[config.mk]
export PLATFORM = sky130hd
export DESIGN_NAME = pc_fetch_unit
export DESIGN_NICKNAME = d
export VERILOG_FILES = /design/src/rtl/pc_fetch_unit.sv
export SDC_FILE = /design/constraint.sdc
export NUM_CORES = 1
export LEC_CHECK = 0
export ABC_AREA = 1
export BUFFER_PORTS_ARGS = -buffer_cell sky130_fd_sc_hd__buf_2
export CAP_MARGIN = 5
export CORE_ASPECT_RATIO = 0.6
export CORE_UTILIZATION = 61
export CTS_CLUSTER_SIZE = 28
export DETAILED_ROUTE_END_ITERATION = 10
export PLACE_DENSITY_LB_ADDON = 0.2
export SLEW_MARGIN = 15
export SYNTH_ARGS = -nofsm -noshare
export SYNTH_HDL_FRONTEND = slang
export SYNTH_SLANG_ARGS = --single-unit
[constraint.sdc]
create_clock -name CLK -period 6.17 [get_ports CLK]
set_input_delay 0 -clock CLK [delete_from_list [all_inputs] [get_ports CLK]]
set_output_delay 0 -clock CLK [all_outputs]
set_load 0.005 [all_outputs]
[src/rtl/pc_fetch_unit.sv]
// pc_fetch_unit
//   Program-counter generator feeding a small show-ahead fetch queue.
//   Each cycle that the queue has room (or frees a slot by popping) and no
//   redirect is pending, the instruction at the current PC is enqueued
//   together with PC+4, and the PC advances by one word. A taken branch
//   (memory stage) or jump (execute stage) flushes the queue and reloads
//   the PC, with the branch taking priority over the jump.
//
// Ports
//   CLK         rising-edge clock
//   RST_N       synchronous active-low reset
//   imem_addr   instruction-memory word address, PC[IMEM_AW+1:2]
//   imem_rdata  instruction at imem_addr (asynchronous read)
//   br_valid    taken-branch redirect request
//   br_target   branch target byte address
//   jmp_valid   jump redirect request
//   jmp_target  jump target byte address
//   id_ready    decode consumes the head entry this cycle
//   id_valid    head entry is valid
//   id_instr    head-entry instruction
//   id_pc4      head-entry PC+4
//   fq_count    queue occupancy
//   misalign    sticky: an accepted redirect target was not word aligned
module pc_fetch_unit #(
  parameter int unsigned     XLEN     = 32,
  parameter int unsigned     IMEM_AW  = 7,
  parameter int unsigned     FQ_DEPTH = 4,
  parameter logic [XLEN-1:0] RESET_PC = '0
) (
  input  logic                          CLK,
  input  logic                          RST_N,
  output logic [IMEM_AW-1:0]            imem_addr,
  input  logic [XLEN-1:0]               imem_rdata,
  input  logic                          br_valid,
  input  logic [XLEN-1:0]               br_target,
  input  logic                          jmp_valid,
  input  logic [XLEN-1:0]               jmp_target,
  input  logic                          id_ready,
  output logic                          id_valid,
  output logic [XLEN-1:0]               id_instr,
  output logic [XLEN-1:0]               id_pc4,
  output logic [$clog2(FQ_DEPTH+1)-1:0] fq_count,
  output logic                          misalign
);

  localparam int unsigned CW = $clog2(FQ_DEPTH + 1);
  localparam int unsigned PW = $clog2(FQ_DEPTH);
  localparam logic [XLEN-1:0] WORD = XLEN'(4);

  logic [XLEN-1:0] pc_q, pc_d;
  logic [PW-1:0]   wptr_q, wptr_d;
  logic [PW-1:0]   rptr_q, rptr_d;
  logic [CW-1:0]   cnt_q, cnt_d;
  logic            mis_q, mis_d;

  logic [XLEN-1:0] instr_mem_q [FQ_DEPTH];
  logic [XLEN-1:0] pc4_mem_q   [FQ_DEPTH];

  logic            redirect;
  logic            pop;
  logic            fetch;
  logic [XLEN-1:0] pc_plus4;
  logic [XLEN-1:0] tgt_sel;

  assign imem_addr = pc_q[IMEM_AW+1:2];
  assign pc_plus4  = pc_q + WORD;    // carry-out dropped: 2^XLEN-4 wraps to 0

  assign redirect = br_valid | jmp_valid;
  assign tgt_sel  = br_valid ? br_target : jmp_target;

  assign id_valid = (cnt_q != '0);
  assign id_instr = instr_mem_q[rptr_q];
  assign id_pc4   = pc4_mem_q[rptr_q];
  assign fq_count = cnt_q;
  assign misalign = mis_q;

  // A pop frees a slot in the same edge, so a full queue can still fetch.
  assign pop   = id_valid & id_ready & ~redirect;
  assign fetch = ~redirect & ((cnt_q < CW'(FQ_DEPTH)) | pop);

  always_comb begin
    pc_d   = pc_q;
    wptr_d = wptr_q;
    rptr_d = rptr_q;
    cnt_d  = cnt_q;
    mis_d  = mis_q;
    if (redirect) begin
      pc_d   = {tgt_sel[XLEN-1:2], 2'b00};
      wptr_d = '0;
      rptr_d = '0;
      cnt_d  = '0;
      mis_d  = mis_q | (tgt_sel[1:0] != 2'b00);
    end else begin
      if (fetch) begin
        pc_d   = pc_plus4;
        wptr_d = wptr_q + PW'(1);
      end
      if (pop) begin
        rptr_d = rptr_q + PW'(1);
      end
      cnt_d = cnt_q + CW'(fetch) - CW'(pop);
    end
  end

  always_ff @(posedge CLK) begin
    if (!RST_N) begin
      pc_q   <= RESET_PC;
      wptr_q <= '0;
      rptr_q <= '0;
      cnt_q  <= '0;
      mis_q  <= 1'b0;
    end else begin
      pc_q   <= pc_d;
      wptr_q <= wptr_d;
      rptr_q <= rptr_d;
      cnt_q  <= cnt_d;
      mis_q  <= mis_d;
    end
  end

  // Queue storage carries no reset; occupancy alone decides validity.
  always_ff @(posedge CLK) begin
    if (RST_N && fetch) begin
      instr_mem_q[wptr_q] <= imem_rdata;
      pc4_mem_q[wptr_q]   <= pc_plus4;
    end
  end

endmodule

==> results.sh <==
export IMPL_status="finished, final reports clean"
export IMPL_die_outline_area_sq_um=20400
export IMPL_horizontal_die_dimension_um=184
export IMPL_worstSkewPairLatency_ns=0.53
export IMPL_dpl_worst_slack_ns=3.55
export IMPL_hp_class="input pin to flip-flop"
export IMPL_critPathBufInv=2
export IMPL_core_area_sq_um=19200
export IMPL_synth_distinct_cells=36
export IMPL_worst_r2r_startpoint="fq_count[2]"
export IMPL_cts_hold_buf=112
export IMPL_final_min_clock_period_ns=2.74
export IMPL_ff2ff_setup_slack_ns=3.57
export IMPL_ir_drop_mv=0.209
export IMPL_height_of_the_die_um=111
export IMPL_grtUsageTotal_pct=29.7
export IMPL_crit_family="buffers and inverters"
export IMPL_syn_to_final_growth_pct=24.5
export IMPL_critical_path_slowest_cell="sky130_fd_sc_hd__dfxtp_4"
export IMPL_worst_ep_arrival_time_ns=2.74
export IMPL_critical_path_required_ns=6.17
export IMPL_setup_worst_path_end="id_instr[30]"
export IMPL_worst_path_max_fanout=65
export IMPL_number_of_storage_elements_in_the_synthesis_netlist=288
export IMPL_first_global_vias=8869
export IMPL_maxSlewHeadroom_pct=36.5
export IMPL_reg2regPathDepth=9
export IMPL_via_per_inst=5.70
export IMPL_depth_of_the_cts_h_tree=1
export IMPL_transition_time_at_the_pin_with_the_least_slew_margin_ns=0.953
export IMPL_synthDominantAreaCellType="sky130_fd_sc_hd__edfxtp_1"
export IMPL_overflow=0
export IMPL_clk_root_buffer_cell="sky130_fd_sc_hd__clkbuf_16"
export IMPL_fillCellCount=1166
export IMPL_critPathKind="flip-flop to primary output"
export IMPL_layout_drive_gt1_share_pct=20.0
export IMPL_wl_mm=29.6
export IMPL_utilization_pct=78.4
export IMPL_worst_setup_path_start_kind="flip-flop"
export IMPL_post_cts_repair_setup_buffers=0
export IMPL_multi_input_comb_area_sq_um=3350
export IMPL_post_drt_wl_per_cell_um=18.5
export IMPL_grt_setup_unrepaired="false"
export IMPL_grt_first_pass_wirelength_mm=46.7
export IMPL_critical_path_end_type="primary output"
export IMPL_fin_nets=1422
export IMPL_drt_pre_antenna_iters=5
export IMPL_setup_ws_ns=3.43
export IMPL_cts_inserted_buffers=26
export IMPL_setup_violations=0
export IMPL_critical_path_cell_count=4
export IMPL_placed_cell_area_sq_um=13100
export IMPL_static_leakage_power_nw=5.53
export IMPL_grt_antenna_before_repair=0
export IMPL_start_util_pct=62.9
export IMPL_final_area_sq_um=15000
export IMPL_hold_path_startpoint="imem_rdata[3]"
export IMPL_timing_hold_violations_final=0
export IMPL_place_port_buffers=174
export IMPL_routed_via_count=9116
export IMPL_drt_antenna_violating_nets=0
export IMPL_synthesis_area_sq_um=12100
export IMPL_std_cell_rows=39
export IMPL_crit_path_cells="buf_4 -> o21ai_0 -> o22ai_1 -> buf_2"
export IMPL_netlist_instances=1053
export IMPL_drv_cap=0
export IMPL_synth_seq_area_share_pct=68.4
export IMPL_final_max_slew_violation_count=0
export IMPL_setup_clock_skew_after_layout_ns=0.0196
export IMPL_total_negative_slack_for_setup_checks_ns=0
export IMPL_pin_count_of_the_biggest_net_entering_global_routing=67
export IMPL_globalplace_congestion=0.932
export IMPL_count_of_cells_resized_by_post_cts_repair=0
export IMPL_final_worst_path_cycle_share_pct=44.4
export IMPL_achievable_frequency_mhz=365
export IMPL_power_mw=3.99
export IMPL_clk_path_buf_depth=3
export IMPL_tritoncts="built"
export IMPL_cp_slowest_stage_delay_ns=0.77
export IMPL_synth_warning_count=0
export IMPL_synthDominantCellAreaShare_pct=61.7
export IMPL_cts_sinks=288
export IMPL_syn_area_per_cell_sq_um=11.5
export IMPL_cellPowerDensity_nw_per_um2=265
export IMPL_cell_types_occupying_the_most_area_after_synthesis="sky130_fd_sc_hd__edfxtp_1 (62%), sky130_fd_sc_hd__dfxtp_1 (6.6%), sky130_fd_sc_hd__o21ai_0 (5.9%), sky130_fd_sc_hd__nor2_1 (5.2%), sky130_fd_sc_hd__nand2_1 (4.0%)"
export IMPL_diodes=0
export IMPL_seqCellArea_sq_um=8250
export IMPL_path_clk_slew_ns=0.07
export IMPL_detail_route_drc_violations=0
export IMPL_drtIter0Drc=817
export IMPL_io_pin_count=177
export IMPL_post_dp_hpwl_mm=16.9
export IMPL_endpoint_of_the_worst_register_to_register_path="pc4_mem_q[0][13]"
-- where the power goes --
group | switching (mW) | internal, mW
clock | 0.683 | 0.880
sequential | 0.0247 | 2.15
combinational | 0.130 | 0.122
total | 0.838 | 3.15
-- sequential cells by signal, indices dropped and copies added (netlist names), named ones only --
register     flops
wptr_q           2
pc_q            30
fq_count         3
rptr_q           2
instr_mem_q    128
pc4_mem_q      120
misalign         1
-- how the worst min path moves through the flow --
stage                         end  slack (ns)  cells past startpoint
3_3_place_gp   instr_mem_q[2][20]        0.22                      1
4_1_cts        instr_mem_q[2][17]        0.20                      2
6_report        instr_mem_q[2][3]        0.22                      2
3_5_place_dp   instr_mem_q[2][17]        0.22                      1
5_1_grt         instr_mem_q[0][5]        0.22                      2
2_1_floorplan   instr_mem_q[0][0]         0.1                      0
-- synthesized netlist by cell type --
cell / count
sky130_fd_sc_hd__xnor2_2: 1
sky130_fd_sc_hd__nor2_2: 3
sky130_fd_sc_hd__o22ai_1: 62
sky130_fd_sc_hd__edfxtp_1: 248
sky130_fd_sc_hd__xor2_1: 5
sky130_fd_sc_hd__conb_1: 1
sky130_fd_sc_hd__nor3_2: 1
sky130_fd_sc_hd__nand3_2: 2
sky130_fd_sc_hd__nor3_1: 6
sky130_fd_sc_hd__nand4_1: 2
sky130_fd_sc_hd__inv_1: 47
sky130_fd_sc_hd__clkbuf_1: 36
sky130_fd_sc_hd__buf_4: 10
sky130_fd_sc_hd__a22oi_1: 22
sky130_fd_sc_hd__nand2_1: 129
sky130_fd_sc_hd__xnor2_1: 6
sky130_fd_sc_hd__nand3b_1: 5
sky130_fd_sc_hd__xor2_2: 2
sky130_fd_sc_hd__buf_6: 1
sky130_fd_sc_hd__nor2_1: 166
sky130_fd_sc_hd__a21oi_1: 24
sky130_fd_sc_hd__fa_1: 1
sky130_fd_sc_hd__o21ai_0: 143
sky130_fd_sc_hd__o211ai_1: 2
sky130_fd_sc_hd__dfxtp_1: 40
sky130_fd_sc_hd__nor2_8: 1
sky130_fd_sc_hd__nand2_2: 13
sky130_fd_sc_hd__inv_2: 5
sky130_fd_sc_hd__nor2_4: 8
sky130_fd_sc_hd__nand3_1: 16
sky130_fd_sc_hd__ha_1: 7
sky130_fd_sc_hd__buf_2: 17
sky130_fd_sc_hd__and2_1: 3
sky130_fd_sc_hd__a31oi_1: 8
sky130_fd_sc_hd__o21ai_1: 2
sky130_fd_sc_hd__a22o_1: 8
-- final cells by class --
cell class,instances,area share [%]
Timing Repair Buffer,295,13.7
Sequential cell,288,54.9
Multi-Input combinational cell,650,22.3
Inverter,52,1.31
Tap cell,266,2.21
Clock buffer,36,4.91
Clock inverter,12,0.641
-- stage by stage --
stage | instances | hold slack (ns)
finish | 1599 | 0.219
global route | 1599 | 0.223
CTS | 1599 | 0.196
detailed placement | 1439 | 0.218
global placement | 1439 | 0.216
floorplan | 1054 | 0.0989
-- layout by cell type, fill, tap and decap left out, types with 3 or more instances in the layout --
| cell type | instances |
|---|---|
| sky130_fd_sc_hd__a21oi_1 | 24 |
| sky130_fd_sc_hd__a22o_1 | 8 |
| sky130_fd_sc_hd__a22oi_1 | 22 |
| sky130_fd_sc_hd__a31oi_1 | 8 |
| sky130_fd_sc_hd__and2_1 | 3 |
| sky130_fd_sc_hd__buf_2 | 174 |
| sky130_fd_sc_hd__buf_4 | 9 |
| sky130_fd_sc_hd__clkbuf_1 | 5 |
| sky130_fd_sc_hd__clkbuf_16 | 26 |
| sky130_fd_sc_hd__clkbuf_8 | 5 |
| sky130_fd_sc_hd__clkinv_2 | 8 |
| sky130_fd_sc_hd__dfxtp_1 | 38 |
| sky130_fd_sc_hd__dlygate4sd3_1 | 112 |
| sky130_fd_sc_hd__edfxtp_1 | 248 |
| sky130_fd_sc_hd__ha_1 | 7 |
| sky130_fd_sc_hd__inv_1 | 46 |
| sky130_fd_sc_hd__inv_2 | 5 |
| sky130_fd_sc_hd__nand2_1 | 129 |
| sky130_fd_sc_hd__nand2_2 | 13 |
| sky130_fd_sc_hd__nand3_1 | 16 |
| sky130_fd_sc_hd__nand3b_1 | 5 |
| sky130_fd_sc_hd__nor2_1 | 162 |
| sky130_fd_sc_hd__nor2_2 | 3 |
| sky130_fd_sc_hd__nor2_4 | 12 |
| sky130_fd_sc_hd__nor3_1 | 6 |
| sky130_fd_sc_hd__o21ai_0 | 143 |
| sky130_fd_sc_hd__o22ai_1 | 62 |
| sky130_fd_sc_hd__xnor2_1 | 6 |
| sky130_fd_sc_hd__xor2_1 | 5 |
-- cell families (layout without fill, tap and decap cells) --
kind of cell | count (synthesis) | count (layout) | synth area share, %
and+or+nand+nor | 355 | 355 | 12.7
DFF | 288 | 288 | 68.4
AOI/OAI and AO/OA | 271 | 271 | 12.7
buffers and inverters | 116 | 395 | 4.16
xor gates and xnor gates | 14 | 14 | 1.20
adders and majority gates | 8 | 8 | 0.892
other | 1 | 2 | 0.0311
-- metal layers --
metal  up-vias  routed length (um)  track usage, %
met2       461               13600            45.5
met3        50                2880            4.93
met4         0                 541            7.50
li1       4260                   -               -
met1      4345               12600            44.6
met5         -                   0               0
Power figures use the tool's default switching activity.
